### config.mk
export PLATFORM = sky130hd
export DESIGN_NAME = if_fetch_unit
export DESIGN_NICKNAME = d
export VERILOG_FILES = /design/src/rtl/fetch_pkg.sv /design/src/rtl/fetch_fifo.sv /design/src/rtl/if_fetch_unit.sv
export SDC_FILE = /design/constraint.sdc
export NUM_CORES = 1
export LEC_CHECK = 0
export CORE_MARGIN = 2
export CORE_UTILIZATION = 30
export CTS_CLUSTER_DIAMETER = 100
export DETAILED_ROUTE_END_ITERATION = 8
export GPL_ROUTABILITY_DRIVEN = 0
export PLACE_DENSITY = 0.58
export SKIP_CTS_REPAIR_TIMING = 1
export SLEW_MARGIN = 10
export SYNTH_ARGS = -nofsm -noshare
export SYNTH_HDL_FRONTEND = slang
export SYNTH_SLANG_ARGS = --single-unit
### constraint.sdc
create_clock -name clk -period 4.9 [get_ports clk]
set_clock_uncertainty 0.2 [all_clocks]
set_input_delay 0.735 -clock clk [delete_from_list [all_inputs] [get_ports clk]]
set_output_delay 0.735 -clock clk [all_outputs]
set_load 0.005 [all_outputs]
### src/rtl/fetch_pkg.sv
// ---------------------------------------------------------------------------
// fetch_pkg
// Shared types and constants for the instruction-fetch front end.
//   fetch_state_t : request FSM state (IDLE / WAIT / DROP)
//   fetch_entry_t : one fetch-buffer entry {pc, instr} at the default XLEN
//   RESET_PC_DEFAULT : PC loaded on reset unless overridden by the top
// ---------------------------------------------------------------------------
package fetch_pkg;

    localparam int FETCH_XLEN = 32;

    localparam logic [FETCH_XLEN-1:0] RESET_PC_DEFAULT = 32'h0000_0060;

    typedef enum logic [1:0] {
        IDLE = 2'd0,
        WAIT = 2'd1,
        DROP = 2'd2
    } fetch_state_t;

    typedef struct packed {
        logic [FETCH_XLEN-1:0] pc;
        logic [FETCH_XLEN-1:0] instr;
    } fetch_entry_t;

endpackage

### src/rtl/fetch_fifo.sv
// ---------------------------------------------------------------------------
// fetch_fifo
// Circular fetch buffer with head/tail pointers and a separate occupancy
// count. A flush empties the buffer in one cycle and overrides enq/deq.
// Ports:
//   clk, rst     : clock, synchronous active-low reset
//   flush        : drop all entries (wins over enq/deq)
//   enq/enq_data : push an entry (ignored when full)
//   deq          : pop the head (ignored when empty)
//   deq_valid    : head entry present
//   deq_data     : head entry, read straight from storage
//   count        : occupied entries
// ---------------------------------------------------------------------------
module fetch_fifo
    import fetch_pkg::*;
#(
    parameter int  DEPTH   = 4,
    parameter type entry_t = fetch_entry_t
) (
    input  logic                         clk,
    input  logic                         rst,
    input  logic                         flush,
    input  logic                         enq,
    input  entry_t                       enq_data,
    input  logic                         deq,
    output logic                         deq_valid,
    output entry_t                       deq_data,
    output logic [$clog2(DEPTH+1)-1:0]   count
);

    localparam int PTR_W = $clog2(DEPTH);
    localparam int CNT_W = $clog2(DEPTH+1);
    localparam logic [CNT_W-1:0] FULL_CNT = CNT_W'(DEPTH);

    entry_t             mem [DEPTH];
    logic [PTR_W-1:0]   head;
    logic [PTR_W-1:0]   tail;
    logic               do_enq;
    logic               do_deq;

    assign do_enq    = enq && (count != FULL_CNT);
    assign do_deq    = deq && (count != '0);
    assign deq_valid = (count != '0);
    assign deq_data  = mem[head];

    // Pointers wrap naturally because DEPTH is a power of two.
    always_ff @(posedge clk) begin
        if (!rst || flush) begin
            head  <= '0;
            tail  <= '0;
            count <= '0;
        end else begin
            if (do_enq) tail <= tail + 1'b1;
            if (do_deq) head <= head + 1'b1;
            case ({do_enq, do_deq})
                2'b10:   count <= count + 1'b1;
                2'b01:   count <= count - 1'b1;
                default: count <= count;
            endcase
        end
    end

    // Storage carries data only, so it is left out of reset.
    always_ff @(posedge clk) begin
        if (do_enq && !flush) mem[tail] <= enq_data;
    end

endmodule

### src/rtl/if_fetch_unit.sv
// ---------------------------------------------------------------------------
// if_fetch_unit
// RV32I instruction-fetch front end: PC register, single-outstanding imem
// request/response handshake, prioritised redirect mux and a DEPTH-entry
// fetch buffer feeding the IF/ID register.
// Ports:
//   clk, rst                    : clock, synchronous active-low reset
//   imem_read, imem_address     : registered fetch request (held until resp)
//   imem_resp, imem_rdata       : response strobe and instruction word
//   redir_mem_valid/_pc         : MEM-stage correction (highest priority)
//   redir_id_valid/_pc          : ID-stage predicted-taken redirect
//   deq_ready                   : ID accepts the head instruction
//   deq_valid, deq_pc, deq_instr: buffer head, straight from storage
//   buf_count                   : occupied buffer entries
// ---------------------------------------------------------------------------
module if_fetch_unit
    import fetch_pkg::*;
#(
    parameter int              XLEN     = 32,
    parameter int              DEPTH    = 4,
    parameter logic [XLEN-1:0] RESET_PC = RESET_PC_DEFAULT
) (
    input  logic                       clk,
    input  logic                       rst,
    output logic                       imem_read,
    output logic [XLEN-1:0]            imem_address,
    input  logic                       imem_resp,
    input  logic [XLEN-1:0]            imem_rdata,
    input  logic                       redir_mem_valid,
    input  logic [XLEN-1:0]            redir_mem_pc,
    input  logic                       redir_id_valid,
    input  logic [XLEN-1:0]            redir_id_pc,
    input  logic                       deq_ready,
    output logic                       deq_valid,
    output logic [XLEN-1:0]            deq_pc,
    output logic [XLEN-1:0]            deq_instr,
    output logic [$clog2(DEPTH+1)-1:0] buf_count
);

    localparam int CNT_W = $clog2(DEPTH+1);
    localparam logic [CNT_W-1:0] FULL_CNT = CNT_W'(DEPTH);

    typedef struct packed {
        logic [XLEN-1:0] pc;
        logic [XLEN-1:0] instr;
    } entry_t;

    fetch_state_t    state;
    fetch_state_t    state_next;
    logic [XLEN-1:0] fetch_pc;
    logic            redir;
    logic [XLEN-1:0] redir_target;
    logic            issue;
    logic            accept;
    entry_t          enq_entry;
    entry_t          head_entry;

    // MEM correction outranks the ID prediction; targets are word aligned.
    always_comb begin
        redir        = redir_mem_valid || redir_id_valid;
        redir_target = redir_mem_valid ? redir_mem_pc : redir_id_pc;
        redir_target[1:0] = 2'b00;
    end

    always_ff @(posedge clk) begin
        if (!rst) state <= IDLE;
        else      state <= state_next;
    end

    always_comb begin
        state_next = state;
        case (state)
            IDLE: if (!redir && (buf_count != FULL_CNT)) state_next = WAIT;
            // A response in the redirect cycle is consumed and discarded,
            // so only an unanswered request needs the DROP state.
            WAIT: begin
                if (imem_resp)  state_next = IDLE;
                else if (redir) state_next = DROP;
            end
            DROP: if (imem_resp) state_next = IDLE;
            default: state_next = IDLE;
        endcase
    end

    always_comb begin
        issue  = (state == IDLE) && (state_next == WAIT);
        accept = (state == WAIT) && imem_resp && !redir;
    end

    // imem_read tracks the next state so it stays high for the whole
    // handshake and drops the cycle after the response.
    always_ff @(posedge clk) begin
        if (!rst) begin
            imem_read <= 1'b0;
            fetch_pc  <= RESET_PC;
        end else begin
            imem_read <= (state_next != IDLE);
            if (redir)       fetch_pc <= redir_target;
            else if (accept) fetch_pc <= imem_address + XLEN'(4);
        end
    end

    // Address is captured only on issue, keeping it stable mid-handshake.
    always_ff @(posedge clk) begin
        if (issue) imem_address <= fetch_pc;
    end

    assign enq_entry = '{pc: imem_address, instr: imem_rdata};

    fetch_fifo #(
        .DEPTH   (DEPTH),
        .entry_t (entry_t)
    ) u_fifo (
        .clk       (clk),
        .rst       (rst),
        .flush     (redir),
        .enq       (accept),
        .enq_data  (enq_entry),
        .deq       (deq_ready),
        .deq_valid (deq_valid),
        .deq_data  (head_entry),
        .count     (buf_count)
    );

    assign deq_pc    = head_entry.pc;
    assign deq_instr = head_entry.instr;

endmodule

==> metrics <==
status=finished, final reports clean; Clock Tree Root=clkbuf_16; Yosys reg bits=~330; CP required=~4 ns; Critical Path AT=~2.8 ns; fmax=0.267 GHz; final worst path period need=~3.8 ns; Combinational Power Share=0.041; layout cells sized above 1=0.169; P_sw=1.30 mW; H-Tree Depth=2; hold_ws=around 0.23 ns; setup_tns=0 ns; drt pass-1 iters=5; clock slew at reported path FFs=about 0.060 ns; sequential area share after synthesis=0.711; TritonCTS clock tree=done; DP Worst Slack=1.16 ns; drt wl/cell=roughly 21 um; ys async rst share=0; I/O pin count=203; Finished Layout Cells=around 1600; die footprint=46400 um2; Die X=approximately 220 um; core area=44100 um2; via count=between 8000 and 9000; Setup violations, final=0; Worst IR Drop VDD=around 0.21 mV; first-pass GRT wire length=~51000 um; Row Count=77; via/cell ratio=5.00; CTS Sinks=roughly 330; initial cell density of the core=0.304; Pleak=roughly 5.4 nW; Mapped Area=13400 um2; Power Internal=around 5.2 mW; Slew HR=0.269; nets=around 1100; Crit. End Element=output pin; YS warnings=0; port buffer count=around 200; Final WS setup=1.15 ns; max-slew violation count=0; Net Sw Frac=0.201; RSZ-0062 raised after global routing=false; Post-Synthesis Cells=782; Synth top area share=0.646; total track usage=0.146; Max Cap Viol=0; initial antenna violation count=0; crit path kind=register to output pin; startpoint class of the critical path=register; EDFF count, synth=roughly 290; P&R area growth vs syn=30.3%; syn avg cell area=17.1 um2; Max clock buf depth=3; grt total ovfl=0; Synth area leader=edfxtp_1; DR iter-0 viols=about 730; Residual DRC=0; worst-margin pin slew=approximately 1.1 ns; Diodes inserted=0; DIE HEIGHT=215 um; leading cell type in the layout, fill and taps excluded=edfxtp_1; syn nets=891; final WL=between 30000 and 40000 um; worst skew pair latency=0.53 ns; hpwl dp=21200 um; DP Cell Count=roughly 1500; vias in the first global route=around 8000; Netlist cell types=65; synth top area cells=edfxtp_1 65%, mux4_2 11%, dfxtp_1 6.6%; Flop pwr share=0.489; largest net degree at the start of global routing=65; worst hold path type=register to register; period utilization=0.766; Primary FF master, synth=edfxtp_1; commonest non-fill, non-tap cells in the layout=288 x edfxtp_1, 197 x clkdlybuf4s50_1, 64 x mux4_2; Inserted Clock Buffers=38; number of nets with antenna violations after routing=0; Final Hold Vio Count=0; crit-path max FO=37; Clock Power Share=0.470; PD cells=approximately 370 nW/um2
==> kinds of logic after synthesis <==
kind of cell               count (synthesis)  synth area share
muxes                                     68             0.111
AOI/OAI and AO/OA                        107            0.0588
xor gates and xnor gates                  13           0.00850
and+or+nand+nor                          190            0.0827
adders and majority gates                  7           0.00710
buffers and inverters                     65            0.0210
DFF                                      332             0.711
==> sequential cells by signal (all words and copies together) (netlist names), named ones only <==
name / count
imem_address: 32
u_fifo.mem: 256
fetch_pc: 32
u_fifo.head: 2
imem_read: 1
state: 2
u_fifo.count: 3
u_fifo.tail: 2
==> final timing paths <==
check	startpoint	endpoint	slack, ns	cells after the start
max reg2reg	u_fifo.count[2]	u_fifo.count[2]	1.98	9
max	register	deq_pc[0]	1.15	3
min reg2reg	fetch_pc[17]	imem_address[17]	0.23	0
min	fetch_pc[17]	imem_address[17]	0.23	0
==> synth_stat cells, types with 3 or more instances <==
cell type    n
a211o_1      3
a21oi_1     19
a221oi_1     3
a22oi_1      3
a311o_1      4
a31o_2       7
and2_1       6
and3_1       3
buf_1        5
buf_2       18
clkbuf_1    23
dfxtp_1     44
edfxtp_1   288
ha_1         6
inv_1       17
mux2i_1      4
mux4_2      64
nand2_1     41
nand3_1     21
nand3b_1     3
nand4_1     26
nand4_4      3
nor2_1      23
nor2b_1     17
nor3_1      12
nor4_1      10
o211ai_1    11
o21ai_0     16
o221ai_1     6
o311ai_0     7
o31ai_1      9
or3_1        9
xnor2_1      8
xor2_1       5
==> critical path: stages, from the launching register on <==
cell and delay [ns]:
dfxtp_4 0.75, buf_12 0.36, mux4_2 0.54, clkdlybuf4s50_1 0.53
==> per-stage QoR <==
stage	utilization	instance area, um2	total power, mW
after floorplan	-	13400	3.30
after global placement	0.365	16100	3.48
after detailed placement	0.365	16100	3.48
after CTS	0.396	17500	6.54
after global routing	0.396	17500	6.69
final	0.396	17500	6.46
==> cell type report <==
cell class / count / area, um2
sequential: 332 / 9540
timing repair buffer: 211 / 2140
inverter: 17 / 63.8
fill: 4121 / 26700
tap: 592 / 741
multi-input combinational: 385 / 3620
clock buffer: 49 / 1110
clock inverter: 19 / 258
==> metal layers <==
layer	track usage	routed length [um]
met1	0.200	15000
met2	0.231	15900
met3	0.0368	2490
met4	0.0428	820
met5	0	0
==> power groups by stage <==
stage               logic [mW]  registers (mW)  clock network, mW
floorplan                0.101            3.20                  0
global placement         0.262            3.22                  0
detailed placement       0.264            3.22                  0
CTS                      0.265            3.16               3.12
global route             0.285            3.16               3.24
finish                   0.264            3.16               3.04
No activity file was read; power rests on OpenSTA's default activity.
